### src/rtl/cycle_ctrl_pkg.sv
`default_nettype none
// ============================================================================
// Module   : cycle_ctrl_pkg
// Purpose  : Shared definitions for the cycle_ctrl_v2 instruction-cycle
//            controller: 3-bit base opcodes, the FSM state encoding,
//            one-hot phase constants and the ALU/LDA opcode classifier.
// Ports    : none (package)
// Revision : 1.0  initial release
// ============================================================================
package cycle_ctrl_pkg;

  // Base 8-op accumulator ISA, carried in the low three opcode bits.
  localparam logic [2:0] OP_HLT = 3'd0;
  localparam logic [2:0] OP_SKZ = 3'd1;
  localparam logic [2:0] OP_ADD = 3'd2;
  localparam logic [2:0] OP_AND = 3'd3;
  localparam logic [2:0] OP_XOR = 3'd4;
  localparam logic [2:0] OP_LDA = 3'd5;
  localparam logic [2:0] OP_STO = 3'd6;
  localparam logic [2:0] OP_JMP = 3'd7;

  typedef enum logic [3:0] {
    ST_IDLE   = 4'd0,
    ST_S1     = 4'd1,
    ST_S2     = 4'd2,
    ST_S3     = 4'd3,
    ST_S4     = 4'd4,
    ST_S5     = 4'd5,
    ST_S6     = 4'd6,
    ST_S7     = 4'd7,
    ST_S8     = 4'd8,
    ST_HALTED = 4'd9
  } state_e;

  // One-hot phase codes presented on the state output (bit0 = S1).
  localparam logic [7:0] PH_NONE = 8'h00;
  localparam logic [7:0] PH_S1   = 8'h01;
  localparam logic [7:0] PH_S2   = 8'h02;
  localparam logic [7:0] PH_S3   = 8'h04;
  localparam logic [7:0] PH_S4   = 8'h08;
  localparam logic [7:0] PH_S5   = 8'h10;
  localparam logic [7:0] PH_S6   = 8'h20;
  localparam logic [7:0] PH_S7   = 8'h40;
  localparam logic [7:0] PH_S8   = 8'h80;

  // Opcodes that read an operand from memory in S5..S7 and load the ACC in S6.
  function automatic logic is_alu_lda(input logic [2:0] op);
    return (op == OP_ADD) || (op == OP_AND) || (op == OP_XOR) || (op == OP_LDA);
  endfunction

endpackage
`default_nettype wire

### src/rtl/cycle_ctrl_v2_mem_wait_watchdog.sv
`default_nettype none
// ============================================================================
// Module   : mem_wait_watchdog
// Purpose  : Counts consecutive stalled cycles of one memory phase and flags
//            a timeout on the stalled cycle where the count reaches WAIT_MAX.
//            The error flag is sticky until reset.
// Ports    : clk, rst_n        clock / async active-low reset
//            stall_i           current cycle is a stalled memory phase
//            timeout_o         comb: this stalled cycle exceeds the budget
//            err_timeout_o     registered sticky timeout flag
// Params   : WAIT_MAX          stalled cycles tolerated per phase
// Revision : 1.0  initial release
// ============================================================================
module mem_wait_watchdog #(
  parameter int WAIT_MAX = 15
) (
  input  logic clk,
  input  logic rst_n,
  input  logic stall_i,
  output logic timeout_o,
  output logic err_timeout_o
);

  // At least one bit so WAIT_MAX = 0 still yields a legal counter.
  localparam int CNT_W = (WAIT_MAX < 1) ? 1 : $clog2(WAIT_MAX + 1);
  localparam logic [CNT_W-1:0] C_LIMIT = CNT_W'(WAIT_MAX);

  logic [CNT_W-1:0] wait_cnt_q, wait_cnt_d;
  logic             err_q, err_d;

  assign timeout_o = stall_i && (wait_cnt_q == C_LIMIT);

  // Any non-stalled cycle is a phase change (or an idle state), which
  // restarts the count; a timeout also leaves the phase, so clear there too.
  always_comb begin
    wait_cnt_d = '0;
    err_d      = err_q | timeout_o;
    if (stall_i && !timeout_o) begin
      wait_cnt_d = wait_cnt_q + CNT_W'(1);
    end
  end

  always_ff @(posedge clk or negedge rst_n) begin
    if (!rst_n) begin
      wait_cnt_q <= '0;
      err_q      <= 1'b0;
    end else begin
      wait_cnt_q <= wait_cnt_d;
      err_q      <= err_d;
    end
  end

  assign err_timeout_o = err_q;

endmodule
`default_nettype wire

### src/rtl/cycle_ctrl_v2.sv
`default_nettype none
// ============================================================================
// Module   : cycle_ctrl_v2
// Purpose  : Eight-phase fetch/decode/execute controller for the 8-op
//            accumulator ISA with illegal-op detection, memory wait states,
//            a stall watchdog and a resumable HALTED state.
// Ports    : clk, rst_n            clock / async active-low reset
//            start_i               level; leaves IDLE / HALTED
//            opcode_i[OP_W]        opcode from IR (latched at end of S3)
//            zero_i                accumulator == 0 (latched at end of S5)
//            mem_ready_i           memory completes the access this cycle
//            step_mode_i           (CTRL_SINGLE_STEP_EN only) halt after S8
//            pc_inc_o, load_ir_o, load_pc_o, load_acc_o   one-shot strobes
//            rd_o, wr_o, data_en_o                        level signals
//            halt_o, busy_o        HALTED / S1..S8 indicators
//            illegal_op_o          S4 pulse for an opcode above 7
//            err_timeout_o         sticky memory timeout flag
//            state_o[8]            one-hot phase, 0 in IDLE / HALTED
// Macro    : CTRL_SINGLE_STEP_EN adds step_mode_i
// Revision : 1.0  initial release
// ============================================================================
module cycle_ctrl_v2
  import cycle_ctrl_pkg::*;
#(
  parameter int OP_W     = 3,
  parameter int WAIT_MAX = 15
) (
  input  logic            clk,
  input  logic            rst_n,
`ifdef CTRL_SINGLE_STEP_EN
  input  logic            step_mode_i,
`endif
  input  logic            start_i,
  input  logic [OP_W-1:0] opcode_i,
  input  logic            zero_i,
  input  logic            mem_ready_i,
  output logic            pc_inc_o,
  output logic            rd_o,
  output logic            wr_o,
  output logic            load_acc_o,
  output logic            load_ir_o,
  output logic            load_pc_o,
  output logic            data_en_o,
  output logic            halt_o,
  output logic            busy_o,
  output logic            illegal_op_o,
  output logic            err_timeout_o,
  output logic [7:0]      state_o
);

  state_e          state_q, state_d;
  logic [OP_W-1:0] op_q, op_d;
  logic            zero_q, zero_d;

  logic [2:0] w_op3;
  logic       w_legal, w_alu, w_sto, w_jmp, w_skz, w_hlt;
  logic       w_busy, w_mem_phase, w_advance, w_stall, w_timeout, w_step;

`ifdef CTRL_SINGLE_STEP_EN
  assign w_step = step_mode_i;
`else
  assign w_step = 1'b0;
`endif

  // Opcodes above 7 are illegal and decode as a no-op: every class flag
  // below is qualified by w_legal so the low bits alone never act.
  assign w_op3   = op_q[2:0];
  assign w_legal = ((op_q >> 3) == '0);
  assign w_alu   = w_legal && is_alu_lda(w_op3);
  assign w_sto   = w_legal && (w_op3 == OP_STO);
  assign w_jmp   = w_legal && (w_op3 == OP_JMP);
  assign w_skz   = w_legal && (w_op3 == OP_SKZ);
  assign w_hlt   = w_legal && (w_op3 == OP_HLT);

  assign w_busy = (state_q != ST_IDLE) && (state_q != ST_HALTED);

  always_comb begin
    w_mem_phase = 1'b0;
    case (state_q)
      ST_S1, ST_S2: w_mem_phase = 1'b1;
      ST_S5, ST_S7: w_mem_phase = w_alu;
      ST_S6:        w_mem_phase = w_alu | w_sto;
      default:      w_mem_phase = 1'b0;
    endcase
  end

  assign w_advance = w_mem_phase ? mem_ready_i : 1'b1;
  assign w_stall   = w_mem_phase && !mem_ready_i;

  mem_wait_watchdog #(
    .WAIT_MAX (WAIT_MAX)
  ) u_watchdog (
    .clk           (clk),
    .rst_n         (rst_n),
    .stall_i       (w_stall),
    .timeout_o     (w_timeout),
    .err_timeout_o (err_timeout_o)
  );

  // Next-state logic
  always_comb begin
    state_d = state_q;
    case (state_q)
      ST_IDLE, ST_HALTED: begin
        if (start_i) state_d = ST_S1;
      end
      default: begin
        if (w_timeout) begin
          state_d = ST_HALTED;
        end else if (w_advance) begin
          case (state_q)
            ST_S1:   state_d = ST_S2;
            ST_S2:   state_d = ST_S3;
            ST_S3:   state_d = ST_S4;
            ST_S4:   state_d = w_hlt  ? ST_HALTED : ST_S5;
            ST_S5:   state_d = ST_S6;
            ST_S6:   state_d = ST_S7;
            ST_S7:   state_d = ST_S8;
            ST_S8:   state_d = w_step ? ST_HALTED : ST_S1;
            default: state_d = ST_IDLE;
          endcase
        end
      end
    endcase
  end

  // Operand latches: opcode on leaving S3 (always a single cycle), zero
  // flag on leaving S5 (which may stall for ALU/LDA operand reads).
  assign op_d   = (state_q == ST_S3) ? opcode_i : op_q;
  assign zero_d = ((state_q == ST_S5) && w_advance) ? zero_i : zero_q;

  always_ff @(posedge clk or negedge rst_n) begin
    if (!rst_n) begin
      state_q <= ST_IDLE;
      op_q    <= '0;
      zero_q  <= 1'b0;
    end else begin
      state_q <= state_d;
      op_q    <= op_d;
      zero_q  <= zero_d;
    end
  end

  // Output decode. Strobes are qualified by w_advance so a stalled phase
  // produces them only on its completing cycle.
  always_comb begin
    pc_inc_o     = 1'b0;
    rd_o         = 1'b0;
    wr_o         = 1'b0;
    load_acc_o   = 1'b0;
    load_ir_o    = 1'b0;
    load_pc_o    = 1'b0;
    data_en_o    = 1'b0;
    illegal_op_o = 1'b0;
    state_o      = PH_NONE;
    case (state_q)
      ST_S1: begin
        state_o   = PH_S1;
        rd_o      = 1'b1;
        load_ir_o = w_advance;
      end
      ST_S2: begin
        state_o   = PH_S2;
        rd_o      = 1'b1;
        load_ir_o = w_advance;
        pc_inc_o  = w_advance;
      end
      ST_S3: begin
        state_o = PH_S3;
      end
      ST_S4: begin
        state_o      = PH_S4;
        pc_inc_o     = 1'b1;
        illegal_op_o = !w_legal;
      end
      ST_S5: begin
        state_o   = PH_S5;
        load_pc_o = w_jmp;
        rd_o      = w_alu;
        data_en_o = w_sto;
      end
      ST_S6: begin
        state_o    = PH_S6;
        rd_o       = w_alu;
        load_acc_o = w_alu & w_advance;
        pc_inc_o   = (w_skz & zero_q) | w_jmp;
        load_pc_o  = w_jmp;
        wr_o       = w_sto;
        data_en_o  = w_sto;
      end
      ST_S7: begin
        state_o   = PH_S7;
        rd_o      = w_alu;
        data_en_o = w_sto;
      end
      ST_S8: begin
        state_o  = PH_S8;
        pc_inc_o = w_skz & zero_q;
      end
      default: begin
        state_o = PH_NONE;
      end
    endcase
  end

  assign halt_o = (state_q == ST_HALTED);
  assign busy_o = w_busy;

endmodule
`default_nettype wire
### config.mk
export PLATFORM = sky130hd
export DESIGN_NAME = cycle_ctrl_v2
export DESIGN_NICKNAME = d
export VERILOG_FILES = /design/src/rtl/cycle_ctrl_pkg.sv /design/src/rtl/cycle_ctrl_v2_mem_wait_watchdog.sv /design/src/rtl/cycle_ctrl_v2.sv
export SDC_FILE = /design/constraint.sdc
export NUM_CORES = 1
export LEC_CHECK = 0
export BUFFER_PORTS_ARGS = -buffer_cell sky130_fd_sc_hd__buf_2
export CORE_UTILIZATION = 45
export CTS_BUF_LIST = sky130_fd_sc_hd__clkbuf_16
export DETAILED_ROUTE_END_ITERATION = 12
export PLACE_DENSITY = 0.77
export SYNTH_ARGS = -nofsm -noshare
export SYNTH_HDL_FRONTEND = slang
export SYNTH_SLANG_ARGS = --single-unit
export TNS_END_PERCENT = 10
### constraint.sdc
create_clock -name clk -period 1.6 [get_ports clk]
set_input_delay 0.08 -clock clk [delete_from_list [all_inputs] [get_ports clk]]
set_output_delay 0.08 -clock clk [all_outputs]
set_load 0.01 [all_outputs]
=== Word-level counts from Yosys, hierarchy flattened ===
Index checks and enable logic that the tools add are counted.

* Bits in registers: 13
* Input port bits: 8
* Output and inout port bits: 19
* Word-level logic and storage cells: 67

* Add/subtract/negate cells: 1
* Equality and inequality tests: 19
* Multiplexer cells: 17
* Bitwise logic cells: 5
* Reduce and logical (&&, ||, !) cells: 20

{| class="wikitable"
|+ Operators with widths
! kind !! number
|-
| $pmux W8 S8 || 1
|-
| $pmux W4 S8 || 1
|-
| $mux W4 || 6
|-
| $eq A4 B3 Y1 const B || 4
|-
| $eq A3 B3 Y1 const B || 4
|-
| $eq A4 B4 Y1 const B || 3
|-
| $eq A4 B2 Y1 const B || 2
|-
| $reduce_or A2 Y1 || 4
|-
| $eq A3 B2 Y1 const B || 2
|-
| $mux W1 || 6
|-
| $logic_and A1 B1 Y1 || 5
|-
| $add A4 B1 Y4 const B || 1
|-
| $eq A4 B1 Y1 const B || 1
|-
| $logic_not A4 Y1 || 1
|-
| $ne A4 B4 Y1 const B || 1
|-
| $pmux W1 S4 || 1
|-
| $reduce_bool A4 Y1 || 1
|-
| $eq A3 B1 Y1 const B || 1
|-
| $logic_not A3 Y1 || 1
|-
| $logic_or A1 B1 Y1 || 3
|-
| $or A1 B1 Y1 || 3
|-
| $pmux W1 S3 || 1
|-
| $reduce_bool A3 Y1 || 1
|-
| $reduce_or A3 Y1 || 1
|-
| 5 further kinds || 7
|}

=== Longest topological paths before layout ===
Gate-level depths: netlist of the first run.

* Depth after elaboration: 11
* Mapped depth: 6
* Gate-level depth less buffers: 4

=== Modules after synthesis ===
From an unflattened synthesis of the first run, not the netlist that was laid out.

* Cells, all modules: 102
* Area, all modules: 988.4 µm²

{| class="wikitable"
|+ By module, submodules not included
! module !! times used !! cells an instance !! area each (µm²) !! seq. area each (µm²)
|-
| cycle_ctrl_v2 || 1 || 85 || 777.0 || 200.2
|-
| mem_wait_watchdog || 1 || 17 || 211.5 || 125.1
|}

=== Least setup slack after synthesis of the first run ===
No wires, ideal clock.

* Path kind: register to register
* From: register state_q[2]
* To: register op_q[0]
* Library setup time: 0.125 ns
* Arrival time: 1.556 ns
* Slack: -0.081 ns
* Cell stages (with the launch flop): 4
* Path buffers: 1
* Period minus slack after synthesis: 1.681 ns
* Cells stage by stage: dfrtp_1 clkbuf_1 nor3_1 mux2_2

* Word-level cells in the longest chain between the ends: 1

{| class="wikitable"
|+ RTL lines
! what !! RTL line !! RTL
|-
| start: declaration || cycle_ctrl_v2.sv:51 || <nowiki>state_e state_q, state_d;</nowiki>
|-
| start signal: assignment || cycle_ctrl_v2.sv:138 || <nowiki>state_q <= state_d;</nowiki>
|-
| $eq A4 B2 Y1 || cycle_ctrl_v2.sv:129 || <nowiki>assign op_d = (state_q == ST_S3) ? opcode_i : op_q;</nowiki>
|-
| end signal: assignment || cycle_ctrl_v2.sv:139 || <nowiki>op_q <= op_d;</nowiki>
|-
| end: declaration || cycle_ctrl_v2.sv:52 || <nowiki>logic [OP_W-1:0] op_q, op_d;</nowiki>
|}

Every way passes these cells.
A chain may end at the register's enable or synchronous reset.

=== Final worst setup path of the first run ===
* From: register state_q[3]
* To: output load_acc_o

* Word-level cells in the longest chain between the ends: 6
* Elaborated cells between the ends (all ways): 11
* Those cells by class: 5 x eq/ne; 3 x mux; 1 x bitwise; 2 x reduce/logical

{| class="wikitable"
|+ RTL lines
! what !! RTL line !! RTL
|-
| $eq A4 B3 Y1, or another cell as far along || cycle_ctrl_v2.sv:79 || <nowiki>case (state_q)</nowiki>
|-
| $reduce_or A2 Y1 (on tied branches) || - ||
|-
| $pmux W1 S3 || cycle_ctrl_v2.sv:79 ||
|-
| $mux W1 || cycle_ctrl_v2.sv:87 || <nowiki>assign w_advance = w_mem_phase ? mem_ready_i : 1'b1;</nowiki>
|-
| $and A1 B1 Y1 || cycle_ctrl_v2.sv:185 || <nowiki>load_acc_o = w_alu & w_advance;</nowiki>
|-
| $mux W1 * || cycle_ctrl_v2.sv:156 || <nowiki>case (state_q)</nowiki>
|-
| end: declaration || cycle_ctrl_v2.sv:40 || <nowiki>output logic load_acc_o,</nowiki>
|}

Mark *: on every way between the ends. The rest lies on a longest branch, timed or not.

==> results.sh, run 1 <==
export IMPL_synth_warning_count=0
export IMPL_r2r_end="state_q[3]"
export IMPL_power_per_cell_area_nw_per_um2=2100
export IMPL_gr_total_overflow=0
export IMPL_crit_fanout=4
export IMPL_clock_path_buffers=2
export IMPL_synth_seq_cells=13
export IMPL_floorplan_initialDensity_pct=49.5
export IMPL_timing_critical_path_to_type="output pin"
export IMPL_outcome="finished with violations"
export IMPL_vdd_drop_max_uv=1400
export IMPL_cp_data_arrival_time_ps=1690
export IMPL_clk_pin_slew_worst_paths_ps=40
export IMPL_finish_instance_area_um2=1320
export IMPL_final_cell_mix="25 x buf_2, 20 x buf_4, 13 x dfrtp_1"
export IMPL_maxCapViolations=0
export IMPL_fin_skew_ps=2.82
export IMPL_postRouteWirelength_um=2560
export IMPL_synth_avg_cell_area_um2=9.01
export IMPL_holdCritPathClass="primary input to flip-flop"
export IMPL_port_buffers=25
export IMPL_grt_first_pass_wirelength_um=3960
export IMPL_viasPerCell=5.75
export IMPL_vias=955
export IMPL_final_period_util_pct=110
export IMPL_die_width_um=46.3
export IMPL_die_height_um=46.3
export IMPL_post_place_cells=158
export IMPL_synthDistinctLibCells=39
export IMPL_timing_hold_worst_endpoint="op_q[1]"
export IMPL_detailed_place_area_um2=1140
export IMPL_cts_made_buffers=3
export IMPL_cts_htree_levels=1
export IMPL_syn2layout_area_growth_pct=49.3
export IMPL_tritoncts_clock_tree="built"
export IMPL_drt_first_pass_iters=4
export IMPL_grt_pass1_vias=889
export IMPL_setup_tns_final_ps=-999
export IMPL_layout_commonest_cell="buf_2"
export IMPL_synth_seq_area_share_pct=36.8
export IMPL_diodes=0
export IMPL_worstRegToRegCells=6
export IMPL_min_period_ps=1770
export IMPL_remaining_drc_errors=0
export IMPL_grt_util_all_layers_pct=27.1
export IMPL_layout_cells_non_filler=166
export IMPL_maxSlewViolCount=0
export IMPL_clk_root_buffer_cell="clkbuf_16"
export IMPL_fp_dieArea_um2=2140
export IMPL_final_setup_worst_slack_ps=-166
export IMPL_synthCells=98
export IMPL_clock_insertion_delay_worst_skew_ps=240
export IMPL_r2r_start="state_q[3]"
export IMPL_globalplace_congestion=0.948
export IMPL_power_static_leakage_nw=0.642
export IMPL_worst_setup_path_startpoint="state_q[3]"
export IMPL_grt_start_max_net_pins=14
export IMPL_wire_per_inst_um=15.4
export IMPL_postSynthNetCount=107
export IMPL_post_route_cells_drive_above_1_share_pct=48.2
export IMPL_worst_setup_path_type="flip-flop to output pin"
export IMPL_detail_route_iter0_violations=17
export IMPL_whs_path_depth=2
export IMPL_worstHoldStart="opcode_i[1]"
export IMPL_final_setup_violation_count=12
export IMPL_hpwl_um=1730
export IMPL_placementRows=15
export IMPL_unrepaired_setup_endpoints_after_global_routing="true"
export IMPL_detail_route_antenna_nets=0
export IMPL_floorplan_core_area_um2=1780
export IMPL_finalNetCount=151
export IMPL_antenna_found_initial=0
export IMPL_syn_cell_area_um2=883
export IMPL_critical_path_startpoint_type="flip-flop"
export IMPL_upper_clock_frequency_limit_mhz=566
export IMPL_timing_reg2reg_setup_slack_ps=-110
export IMPL_cp_data_required_time_ps=1520
export IMPL_ios=27
export IMPL_failed_checks="setup timing"
export IMPL_final_hold_viol_count=0
export IMPL_tritoncts_num_sinks=13
-- timing repair --
item,CTS,global route
gates resized for setup,14,6
setup buffers,3,0
endpoints found under the setup margin,8,16
hold endpoints to repair,13,0
hold buffers,1,0
pin swaps,4,5
-- sequential cells by signal, summed over array words and instances, names as in the netlist --
register	cells
state_q	4
zero_q	1
op_q	3
u_watchdog.wait_cnt_q	4
u_watchdog.err_timeout_o	1
-- worst max-delay path: stages, from the launching register on --
cell	delay (ps)
dfrtp_1	390
buf_6	130
nand4b_1	260
nor4_2	290
or2_4	190
nor4_2	30
buf_2	140
-- cells in the mapped netlist --
library cell / count / share of area, %
nor2_1: 11 / 4.7
dfrtp_1: 13 / 37
buf_2: 1 / 0.57
ha_1: 1 / 1.4
nand4b_1: 1 / 0.99
or4_1: 1 / 0.85
mux2i_1: 2 / 2.3
a2111oi_0: 2 / 2.0
nor3_1: 9 / 5.1
a21o_1: 2 / 1.7
o21ai_0: 4 / 2.3
a311oi_1: 2 / 2.0
nand2_1: 3 / 1.3
a221o_1: 1 / 1.1
a21oi_1: 3 / 1.7
clkbuf_1: 4 / 1.7
a21boi_0: 2 / 1.7
nor4_2: 1 / 1.4
and3_1: 2 / 1.4
nand2b_1: 5 / 3.5
inv_1: 3 / 1.3
clkbuf_2: 1 / 0.57
and3b_1: 1 / 0.99
conb_1: 1 / 0.42
nand4bb_1: 1 / 1.3
or2_1: 1 / 0.71
xnor2_1: 2 / 2.0
nor3b_1: 1 / 0.85
nor4b_1: 1 / 0.99
buf_4: 2 / 1.7
or3_1: 1 / 0.71
a31oi_1: 1 / 0.71
nor4_1: 2 / 1.4
a211oi_1: 1 / 0.85
nand3_1: 2 / 1.1
a2111oi_4: 1 / 3.1
mux2_2: 4 / 5.1
or2_2: 1 / 0.71
a31o_1: 1 / 0.99
-- cell families after synthesis --
| family | share of synthesized area (%) |
|---|---|
| DFF | 36.8 |
| xor gates and xnor gates | 1.98 |
| buffers and inverters | 5.81 |
| and+or+nand+nor | 28.0 |
| adders and majority gates | 1.42 |
| muxes | 7.37 |
| AOI/OAI and AO/OA | 18.1 |
| other | 0.425 |
-- per-layer routing --
layer / track usage, % / up-vias / wire length [µm]
li1: - / 444 / -
met1: 34.5 / 464 / 1070
met2: 39.2 / 41 / 1260
met3: 10.6 / 6 / 187
met4: 14.1 / 0 / 36
met5: 0 / - / 0
-- per-stage QoR --
stage	setup slack (ps)	utilization [%]	total power [mW]	hold slack (ps)
6_report	-166	74.0	2.76	78.7
3_5_place_dp	-164	63.9	2.05	-23.7
4_1_cts	-116	73.4	2.70	77.1
2_1_floorplan	-53.0	-	1.46	-216
5_1_grt	-228	74.0	2.94	76.6
3_3_place_gp	-97.5	63.9	2.02	-18.8
-- report_power, final --
group / internal (mW) / switching (mW)
registers: 0.450 / 0.121
logic: 0.821 / 0.916
clock network: 0.328 / 0.126
total: 1.60 / 1.16
-- cell type report --
class,instances,area [µm²]
multi-input combinational,74,576
fill,124,464
sequential,13,325
timing repair buffer,47,297
clock buffer,3,75.1
tap,25,31.3
inverter,3,11.3
clock inverter,1,3.75
-- how the worst max path moves through the flow --
| stage | to | slack (ps) |
|---|---|---|
| finish | load_acc_o | -170 |
| global placement | zero_q | -100 |
| floorplan | load_acc_o | -50 |
| global route | load_acc_o | -230 |
| CTS | load_acc_o | -120 |
| detailed placement | zero_q | -160 |
Power figures use the tool's default switching activity.
==> run 2, diff against run 1 <==
--- a/config.mk
+++ b/config.mk
@@ -5,11 +5,12 @@
 export SDC_FILE = /design/constraint.sdc
 export NUM_CORES = 1
 export LEC_CHECK = 0
+export ABC_AREA = 1
 export BUFFER_PORTS_ARGS = -buffer_cell sky130_fd_sc_hd__buf_2
-export CORE_UTILIZATION = 45
+export CORE_UTILIZATION = 44
 export CTS_BUF_LIST = sky130_fd_sc_hd__clkbuf_16
 export DETAILED_ROUTE_END_ITERATION = 12
-export PLACE_DENSITY = 0.77
+export PLACE_DENSITY = 0.76
 export SYNTH_ARGS = -nofsm -noshare
 export SYNTH_HDL_FRONTEND = slang
 export SYNTH_SLANG_ARGS = --single-unit
==> run 2 against run 1 <==
Net effect: the run still ends with setup timing left; die area decreased by 1.1%; worst setup slack better by 130 ps; worst hold slack worse by 28 ps; clock skew barely moved; fmax rose by 8.2%; wire length grew 1.3%; core utilization shrank 1.4 points; first-iteration DRC count grew 150%; critical path type unchanged; register-to-register slack better by 240 ps; count of clock-buffer cells in the layout is the same; global-route usage shrank 3.0 points; cell area fell by 2.9%; largest cell class unchanged.
==> results.sh, run 2 <==
export IMPL_layout_cells_non_filler=186
export IMPL_postSynth_asyncResetShare_pct=100
export IMPL_cts_made_buffers=3
export IMPL_power_per_cell_area_nw_per_um2=2180
export IMPL_synth_avg_cell_area_um2=7.11
export IMPL_maxCapViolations=0
export IMPL_min_period_ps=1630
export IMPL_ios=27
export IMPL_share_comb_of_total_power_pct=60.7
export IMPL_final_hold_worst_slack_ps=51.0
export IMPL_post_place_ws_ps=150
export IMPL_wire_per_inst_um=14.0
export IMPL_layout_commonest_cell="nand2_1"
export IMPL_die_height_um=46.0
export IMPL_final_core_util_pct=72.6
export IMPL_synth_flop_cell="dfrtp_1"
export IMPL_netlist_top_cells_count="33 x nand2_1, 21 x nor2_1, 17 x inv_1"
export IMPL_drt_first_pass_iters=4
export IMPL_final_cell_mix="30 x nand2_1, 24 x buf_2, 14 x nor2_1"
export IMPL_cp_data_required_time_ps=1520
export IMPL_tritoncts_num_sinks=13
export IMPL_clock_path_buffers=2
export IMPL_finalNetCount=171
export IMPL_filler_cell_count=141
export IMPL_diodes=0
export IMPL_post_place_cells=171
export IMPL_outcome="finished with violations"
export IMPL_unrepaired_setup_endpoints_after_global_routing="true"
export IMPL_crit_path_cell_trace="nand2_2, inv_1, nor2_2, nand2_2, nand3_4, nand2_4, and3_4, buf_6"
export IMPL_net_switching_power_mw=1.33
export IMPL_synth_edff_count=0
export IMPL_port_buffers=25
export IMPL_grt_start_max_net_pins=14
export IMPL_grt_pass1_vias=824
export IMPL_viasPerCell=5.13
export IMPL_clk_root_buffer_cell="clkbuf_16"
export IMPL_synth_largest_area_cell="dfrtp_1"
export IMPL_reg_largest_list="state_q x4, u_watchdog.wait_cnt_q x4, op_q x3"
export IMPL_postRouteWirelength_um=2600
export IMPL_detail_route_iter0_violations=42
export IMPL_final_setup_violation_count=1
export IMPL_setup_tns_final_ps=-31.4
export IMPL_antenna_found_initial=0
export IMPL_p_sw_share_pct=47.5
export IMPL_critical_path_startpoint_type="flip-flop"
export IMPL_synthDistinctLibCells=25
export IMPL_vdd_drop_max_uv=1360
export IMPL_postSynthNetCount=129
export IMPL_grt_util_all_layers_pct=24.1
export IMPL_synth_seq_area_share_pct=38.1
export IMPL_crit_fanout=4
export IMPL_detail_route_antenna_nets=0
export IMPL_tritoncts_clock_tree="built"
export IMPL_cpLargestDelayFamily="simple AND/OR/NAND/NOR gates"
export IMPL_grt_first_pass_wirelength_um=3500
export IMPL_final_period_util_pct=102
export IMPL_slowest_stage="dfrtp_2"
export IMPL_final_hold_viol_count=0
export IMPL_final_setup_worst_slack_ps=-31.4
export IMPL_globalplace_congestion=0.885
export IMPL_post_route_cells_drive_above_1_share_pct=47.8
export IMPL_fin_skew_ps=2.76
export IMPL_power_static_leakage_nw=0.698
export IMPL_maxSlewViolCount=0
export IMPL_cp_data_arrival_time_ps=1550
export IMPL_floorplan_core_area_um2=1760
export IMPL_cts_htree_levels=1
export IMPL_timing_critical_path_to_type="output pin"
export IMPL_worst_setup_path_type="flip-flop to output pin"
export IMPL_clkPwrFrac_pct=17.0
export IMPL_clock_insertion_delay_worst_skew_ps=240
export IMPL_critical_path_max_stage_delay_ps=430
export IMPL_synth_top_area_share_pct=38.1
export IMPL_syn_cell_area_um2=853
export IMPL_synthCells=120
export IMPL_p_int_mw=1.47
export IMPL_remaining_drc_errors=0
export IMPL_sequentialPowerShare_pct=22.4
export IMPL_count_leader_synth="nand2_1"
export IMPL_yosys_top_cells_area="dfrtp_1 38%, nand2_1 15%, nor2_1 9.2%"
export IMPL_hpwl_um=1570
export IMPL_critical_path_n_buffers_inverters=2
export IMPL_floorplan_initialDensity_pct=48.4
export IMPL_vias=954
export IMPL_worstRegToRegCells=9
export IMPL_failed_checks="setup timing"
export IMPL_die_width_um=46.0
export IMPL_upper_clock_frequency_limit_mhz=613
export IMPL_fp_dieArea_um2=2120
export IMPL_syn2layout_area_growth_pct=50.0
export IMPL_worstSetupPathDepth=8
export IMPL_worst_path_most_repeated_cell="nand2_2"
export IMPL_placementRows=15
export IMPL_holdCritPathClass="primary input to flip-flop"
export IMPL_clk_pin_slew_worst_paths_ps=40
export IMPL_whs_path_depth=3
export IMPL_synth_seq_cells=13
export IMPL_gr_total_overflow=0
export IMPL_synth_warning_count=0
-- run 2: cell count changes in the layout (fill, tap and decap cells not counted), sizes merged, moves of 3 or more --
cell / previous run / this run
buf: 46 / 37
nand2: 3 / 41
nor3: 9 / 1
nor2: 11 / 25
a2111oi: 3 / 0
nand3: 2 / 8
inv: 4 / 18
o21ai: 4 / 1
mux2: 4 / 0
nand2b: 5 / 0
-- run 2: stage by stage --
| step | cell area [µm²] | power (mW) |
|---|---|---|
| floorplan | 853 | 1.44 |
| global placement | 1020 | 1.78 |
| finish | 1280 | 2.80 |
| detailed placement | 1020 | 1.80 |
| CTS | 1150 | 2.41 |
| global route | 1280 | 2.98 |
-- run 2: path summary, 6_finish.rpt --
kind | start | endpoint | slack, ps
min in group asynchronous | rst_n | u_watchdog.wait_cnt_q[2] | 260
max in group asynchronous | rst_n | op_q[1] | 1090
setup reg to reg | state_q[1] | state_q[3] | 130
setup / recovery | op_q[2] | load_acc_o | -30
hold reg to reg | u_watchdog.err_timeout_o | u_watchdog.err_timeout_o | 460
hold / removal | opcode_i[0] | op_q[0] | 50
-- run 2: metal layers --
metal  part of all wire, %  global-route usage [%]  vias up  wire, µm
li1                      -                       -      455         -
met3                   5.2                    3.57        7       134
met2                    50                    36.3       37      1290
met1                    43                    32.8      455      1130
met5                     0                       0        -         0
met4                   1.8                    12.9        0        46
-- run 2: cell type report --
cell class / count / area, µm² / share of cell area, %
multi-input combinational: 88 / 532 / 41.5
sequential: 13 / 330 / 25.8
timing repair buffer: 38 / 239 / 18.7
clock buffer: 3 / 75.1 / 5.87
inverter: 18 / 67.6 / 5.28
tap: 25 / 31.3 / 2.44
clock inverter: 1 / 5.00 / 0.391
-- run 2: what timing repair did --
action | 4_1_cts | 5_1_grt
pin swaps | 3 | 8
buffers inserted | 4 | 6
endpoints found under the setup margin | 1 | 8
endpoints found under the hold margin | 13 | 0
hold buffers | 1 | 0
gates resized for setup | 5 | 27
-- run 2: power by group through the flow --
stage                     sequential (mW)  clock (mW)  combinational (mW)
after floorplan                     0.531           0               0.912
after global placement              0.548           0                1.23
after detailed placement            0.555           0                1.25
after CTS                           0.559       0.474                1.38
after global routing                0.638       0.488                1.85
final                               0.626       0.474                1.70
-- run 2: logic make-up after synthesis --
kind of cell    Yosys count  synth area share, %
compound gates            4                 2.93
flops                    13                 38.1
simple gates             80                 46.2
buf+inv                  19                 8.80
fa+ha+maj                 1                 1.47
other cells               1                0.439
xor+xnor                  2                 2.05
-- run 2: worst min-delay path, cell delays in order --
cell,delay [ps]
buf_2,80
nand2_1,40
o21ai_0,60
